==> config.mk <==
export PLATFORM = sky130hd
export DESIGN_NAME = poisson_array
export DESIGN_NICKNAME = d
export VERILOG_FILES = /design/src/rtl/poisson_array.sv
export SDC_FILE = /design/constraint.sdc
export NUM_CORES = 1
export LEC_CHECK = 0
export BUFFER_PORTS_ARGS = -buffer_cell sky130_fd_sc_hd__buf_4
export CORE_UTILIZATION = 55
export CTS_BUF_LIST = sky130_fd_sc_hd__clkbuf_16
export CTS_CLUSTER_DIAMETER = 100
export CTS_CLUSTER_SIZE = 40
export DETAILED_ROUTE_END_ITERATION = 16
export PLACE_DENSITY = 0.76
export SETUP_SLACK_MARGIN = 0.1
export SYNTH_ARGS = -nofsm -noshare
export SYNTH_HDL_FRONTEND = slang
export SYNTH_SLANG_ARGS = --single-unit
export TNS_END_PERCENT = 10
==> constraint.sdc <==
create_clock -name clk -period 4.1 [get_ports clk]
set_clock_uncertainty 0.1 [all_clocks]
set_input_delay 0.41 -clock clk [delete_from_list [all_inputs] [get_ports clk]]
set_output_delay 0.41 -clock clk [all_outputs]
set_load 0.02 [all_outputs]
==> src/rtl/poisson_array.sv <==
// Time-multiplexed Poisson spike source: one channel evaluated per cycle after tick, spikes emitted as AER events.
// Each spike costs one cycle plus however long spike_ready stays low; the scan stalls while an event is pending.
module poisson_array #(
  parameter int                    N_CH           = 16,
  parameter int                    ACTIVITY_LEN   = 9,
  parameter int                    REFRACTORY_LEN = 4,
  parameter int                    REFRACTORY_PER = 4,
  parameter int                    SHIFT          = 4,
  parameter int                    LFSR_LEN       = 16,
  parameter logic [LFSR_LEN-1:0]   LFSR_SEED      = 16'hACE1,
  parameter int                    CH_W           = $clog2(N_CH)
) (
  input  logic                    clk,
  input  logic                    reset,
  input  logic                    tick,
  input  logic                    wr_en,
  input  logic [CH_W-1:0]         wr_addr,
  input  logic [ACTIVITY_LEN-1:0] wr_activity,
  output logic                    busy,
  output logic                    spike_valid,
  input  logic                    spike_ready,
  output logic [CH_W-1:0]         spike_addr,
  output logic                    done,
  output logic                    overrun
);

  localparam int CMP_W = (ACTIVITY_LEN + SHIFT > LFSR_LEN) ? ACTIVITY_LEN + SHIFT : LFSR_LEN;

  typedef enum logic [1:0] {IDLE, SCAN, EMIT} state_t;

  state_t                    state;
  logic [ACTIVITY_LEN-1:0]   act  [N_CH];
  logic [REFRACTORY_LEN-1:0] refr [N_CH];
  logic [LFSR_LEN-1:0]       lfsr;
  logic [LFSR_LEN-1:0]       lfsr_next;
  logic [CH_W-1:0]           ch;
  logic                      last_ch;
  logic [CMP_W-1:0]          act_scaled;
  logic [CMP_W-1:0]          lfsr_ext;
  logic                      spike;

  // Reads the pre-write activity, so a same-cycle write to ch only affects later scans.
  always_comb begin
    act_scaled = CMP_W'(act[ch]) << SHIFT;
    lfsr_ext   = CMP_W'(lfsr);
    spike      = (act_scaled >= lfsr_ext) && (refr[ch] == '0);
    lfsr_next  = {lfsr[LFSR_LEN-2:0], lfsr[15] ^ lfsr[13] ^ lfsr[12] ^ lfsr[10]};
    last_ch    = (ch == CH_W'(N_CH - 1));
  end

  assign busy = (state != IDLE);

  always_ff @(posedge clk) begin
    if (reset) begin
      for (int i = 0; i < N_CH; i++) act[i] <= '0;
    end else if (wr_en) begin
      act[wr_addr] <= wr_activity;
    end
  end

  always_ff @(posedge clk) begin
    if (reset) begin
      state       <= IDLE;
      ch          <= '0;
      lfsr        <= LFSR_SEED;
      spike_valid <= 1'b0;
      spike_addr  <= '0;
      done        <= 1'b0;
      overrun     <= 1'b0;
      for (int i = 0; i < N_CH; i++) refr[i] <= '0;
    end else begin
      done <= 1'b0;
      if (tick && state != IDLE) overrun <= 1'b1;
      case (state)
        IDLE: begin
          if (tick) begin
            ch    <= '0;
            state <= SCAN;
          end
        end
        SCAN: begin
          lfsr <= lfsr_next;
          if (spike) begin
            refr[ch]    <= REFRACTORY_LEN'(REFRACTORY_PER);
            spike_valid <= 1'b1;
            spike_addr  <= ch;
            state       <= EMIT;
          end else begin
            if (refr[ch] != '0) refr[ch] <= refr[ch] - REFRACTORY_LEN'(1);
            if (last_ch) begin
              state <= IDLE;
              done  <= 1'b1;
            end else begin
              ch <= ch + CH_W'(1);
            end
          end
        end
        EMIT: begin
          if (spike_ready) begin
            spike_valid <= 1'b0;
            if (last_ch) begin
              state <= IDLE;
              done  <= 1'b1;
            end else begin
              ch    <= ch + CH_W'(1);
              state <= SCAN;
            end
          end
        end
        default: state <= IDLE;
      endcase
    end
  end

endmodule

== Yosys cells after proc, flatten, opt, wreduce, memory -nomap -nowiden ==
Memories as Yosys holds them, arrays and structs flattened. A register that Yosys moved wholly into a read port is not among the register bits.
Cells that the tools add are included.

* Register bits after elaboration: 29
* RAM bits: 208
* Input port bits: 18
* ROM bits: 0
* Bits in latches: 0
* Output and inout bits: 8
* Memories kept: 2
* Logic and storage cells: 81

* $add $sub $neg: 2
* Div/mod/pow operators: 0
* Shift-type cells: 0
* Magnitude comparators: 1
* Muxes and demuxes: 43
* Bitwise operators: 4
* Reductions and logical operators: 14
* $mul: 0
* Eq/ne operators: 8

{| class="wikitable"
|+ Memories
! name !! words !! width !! rd ports !! clocked after memory_dff !! wr ports !! RTL line !! text
|-
| act || 16 || 9 || 1 || 1 || 16 || 32 || <nowiki>logic [ACTIVITY_LEN-1:0] act [N_CH];</nowiki>
|-
| refr || 16 || 4 || 1 || 1 || 16 || 33 || <nowiki>logic [REFRACTORY_LEN-1:0] refr [N_CH];</nowiki>
|}

{| class="wikitable"
|+ Operators with widths
! kind !! number
|-
| two-way mux 4 bit || 12
|-
| two-way mux 1 bit || 22
|-
| greater-or-equal comparator 13 x 16 -> 1 bit || 1
|-
| case mux 4 bit (3 select lines) || 1
|-
| two-way mux 9 bit || 1
|-
| OR reduction 9 bit || 1
|-
| two-way mux 2 bit || 4
|-
| != test 2 bit (second input constant) || 4
|-
| case mux 2 bit (3 select lines) || 1
|-
| AND reduction 3 bit || 2
|-
| adder 4 x 1 -> 4 bit (second input constant) || 1
|-
| equality test 4 bit (second input constant) || 1
|-
| logical NOT 4 bit || 1
|-
| case mux 1 bit (2 select lines) || 2
|-
| AND reduction 4 bit || 1
|-
| nonzero test 2 bit || 2
|-
| nonzero test 4 bit || 1
|-
| OR reduction 4 bit || 1
|-
| subtractor 4 x 1 -> 4 bit (second input constant) || 1
|-
| != test 3 bit (second input constant) || 1
|-
| nonzero test 3 bit || 1
|-
| XOR 1 bit || 3
|-
| equality test 2 x 1 -> 1 bit (second input constant) || 1
|-
| equality test 2 bit (second input constant) || 1
|-
| 4 further kinds || 5
|}

== Logic depth before layout (Yosys ltp) ==
* Word-level depth: 9
* Depth in mapped cells: 14
* Mapped depth without buffers: 9

== Least setup slack after synthesis ==
No wires, ideal clock.

* Path kind: register to register
* From: register with a tool-made name
* To: memory refr[4][0] (enable)
* Arrival time: 3,773 ps
* Setup time: 281 ps
* Required time: 3,719 ps
* Clock period less this slack: 4,154 ps
* Path slack: -54 ps
* Path buffers: 5
* Stages on the path, launching flop included: 15
* Cells stage by stage: dfxtp_1 > clkbuf_2 > buf_6 > buf_4 > buf_2 > mux4_2 > mux4_2 > ha_1 > a211oi_1 > o211ai_1 > a221o_1 > a21bo_4 > nand3_4 > buf_6 > o21ai_1

{| class="wikitable"
|+ RTL lines
! what !! RTL line
|-
| end: declaration || 33
|}

==> flow_metrics.tcl <==
set metrics [dict create \
    wl_per_cell_um 23.2 \
    ir_drop_mv 0.330 \
    first_pass_iters 5 \
    worstMarginPinSlew_ns 1.25 \
    relSlewSlack 0.160 \
    synth_adder_area_share 0.0208 \
    slowest_stage "mux4_2" \
    cts_tree "yes" \
    p_total_mw 5.17 \
    ant_nets 0 \
    drc_errors 0 \
    async_flop_share 0 \
    antennaDiodeCount 0 \
    cts_buffers 10 \
    layout.nets 838 \
    fp.dieW_um 146 \
    globalplace.congestion 0.861 \
    drt-vias-per-instance 6.18 \
    grt_overflow 0 \
    crit_arrival_ns 3.99 \
    die_area_sq_mm 0.0214 \
    cpPeakStageDelay_ns 0.52 \
    synth-seq-cells 241 \
    synth.avg_cell_area_sq_um 14.4 \
    synth-compound-area-share 0.0392 \
    clk_pin_slew_ns 0.13 \
    cts_hold_buf 0 \
    period_minus_slack_ns 3.90 \
    grt_pass1_wl_um 38500 \
    rsz0062_at_grt "true" \
    cts_buffer_depth 3 \
    insertion_delay_ns 0.50 \
    yosysWarnings 0 \
    synth_ff_type "edfxtp_1" \
    synthSimpleGateAreaFrac 0.155 \
    io_pins 26 \
    port_buffers 25 \
    syn-num-nets 831 \
    power_density_mw_per_mm2 419 \
    grt_antenna_before_repair 0 \
    synth_mux_area_frac 0.142 \
    first_iter_violations 737 \
    grt_max_degree 42 \
    layout_commonest_cell "edfxtp_1" \
    start_util 0.564 \
    post_cts_buffers 0 \
    grt_use_total 0.239 \
    crit_family "compound AO/OA/AOI/OAI gates" \
    cp.required_ns 4.19 \
    critPathBufInv 1 \
    layout_common_cells "208 x edfxtp_1, 145 x and2_1, 60 x nor3_1, 59 x mux4_2, 49 x buf_4" \
    num_rows 52 \
    startpoint_type "flop" \
    crit_type "flop to flop" \
    status "finished, final reports clean" \
    finalSetupViolations 0 \
    synth-edff-count 208 \
    p_leak_nw 4.15 \
    core_sq_mm 0.0203 \
    synth.yosys.seq_area_share 0.604 \
    timing.hold.ws_ns 0.0785 \
    die_y_um 146 \
    cts_root_buffer "clkbuf_16" \
    crit_path_cell_trace "buf_12 -> mux4_2 -> mux4_2 -> ha_1 -> o21ai_0 -> a211oi_1 -> a221o_2 -> a21bo_4 -> nand3_4 -> o21ai_2" \
    layout-drive-gt1-share 0.214 \
    drt_wl_total_um 25000 \
    dr_total_vias 6641 \
    cts_htree_levels 1 \
    grt_pass1_vias 6495 \
    synth_top_family_by_area "simple AND/OR/NAND/NOR gates" \
    syn_inst 794 \
    synthesis.area_sq_mm 0.0114 \
    area.growth.synth_to_final_pct 7.74 \
    hold_viol_final 0 \
    synth_xor_xnor_area_share 0.00306 \
    cts_sinks 241 \
    synth_cell_types 56 \
    tns_ns 0 \
    fin_crit_sh 0.952 \
    drv_slew 0 \
    maxCapViolCount 0 \
    hp-class "primary input to flop" \
    fmax_mhz 256 \
    dp_hpwl_um 17100 \
    cp_max_fo 20 \
    cp_common_cell "mux4_2" \
    cp-end-kind "flop" \
]
==> synth_stat cells, types with 3 or more instances <==
master    number  share of area
nand3_4        4         0.0061
clkbuf_1      32          0.010
a31oi_1        3         0.0016
nand2_1       22         0.0072
buf_2          7         0.0031
nor2_1        32          0.010
mux4_1         3         0.0069
dfxtp_1       33          0.058
o21ai_0       22         0.0096
nand3_1        3         0.0013
and2_1       145          0.079
xnor2_1        3         0.0023
ha_1          19          0.021
buf_6         11          0.011
nor3_2         6         0.0052
buf_4          4         0.0026
o21ai_2        5         0.0038
edfxtp_1     208           0.55
nor3_1        60          0.026
mux2i_1       18          0.016
nand2b_1       6         0.0033
o211ai_1       7         0.0046
mux4_2        59           0.12
a21oi_1        4         0.0017
inv_1         21         0.0069
o21ai_1        7         0.0031
nor2b_1        3         0.0016
a211oi_1       4         0.0026
nand4_1        3         0.0016
or2_2          7         0.0038
==> per-layer routing <==
metal / track usage / up-vias / part of all wire / wire, um
met5: 0 / - / 0 / 0
met4: 0.0641 / 0 / 0.023 / 563
met3: 0.0356 / 44 / 0.086 / 2140
met2: 0.377 / 333 / 0.47 / 11700
met1: 0.349 / 3293 / 0.42 / 10500
li1: - / 2971 / - / -
==> cell type report <==
type | instances | area (sq um)
Multi-Input combinational cell | 474 | 4180
Tap cell | 270 | 338
Fill cell | 1548 | 7970
Clock buffer | 11 | 275
Clock inverter | 5 | 100
Timing Repair Buffer | 53 | 448
Sequential cell | 241 | 6910
Inverter | 21 | 78.8
==> kinds of logic after synthesis <==
logic type / count (synthesis)
xor+xnor: 4
compound gates: 66
flops: 241
fa+ha+maj: 19
simple gates: 302
mux: 83
buf+inv: 79
==> power by group <==
| group | switching [mW] | internal, mW | leakage (nW) |
|---|---|---|---|
| sequential | 0.0801 | 2.81 | 2.30 |
| combinational | 0.496 | 0.374 | 1.66 |
| clock | 0.766 | 0.639 | 0.186 |
==> tightest hold or removal path, stage by stage <==
cell and delay [ns]:
buf_4 0.08, a21oi_1 0.05, nor2_1 0.08
==> timing repair <==
item	4_1_cts	5_1_grt
pin swaps	0	1
resized for setup	1	17
setup endpoints to repair	12	72
==> through the flow <==
stage	cell area [sq um]	instances	setup WS (ns)	utilization
final	12300	1075	0.196	0.607
after global routing	12300	1075	0.0726	0.607
after CTS	12300	1075	0.0149	0.604
after detailed placement	11900	1059	0.0395	0.586
after global placement	11900	1059	0.257	0.586
after floorplan	11500	794	0.127	-
==> final timing paths <==
path,start,to,slack [ns],cells past startpoint
setup / recovery,flop,refr[1][1],0.20,10
setup reg to reg,flop,refr[1][1],0.20,10
hold / removal,tick,overrun,0.08,3
hold reg to reg,spike_valid,spike_valid,0.39,2
==> state kept, by name, indices dropped and copies added (netlist names), named ones only <==
name / cells
refr: 64
ch: 4
state: 2
act: 144
done: 1
spike_addr: 4
spike_valid: 1
overrun: 1
lfsr: 16
(Power assumes the default switching activity.)
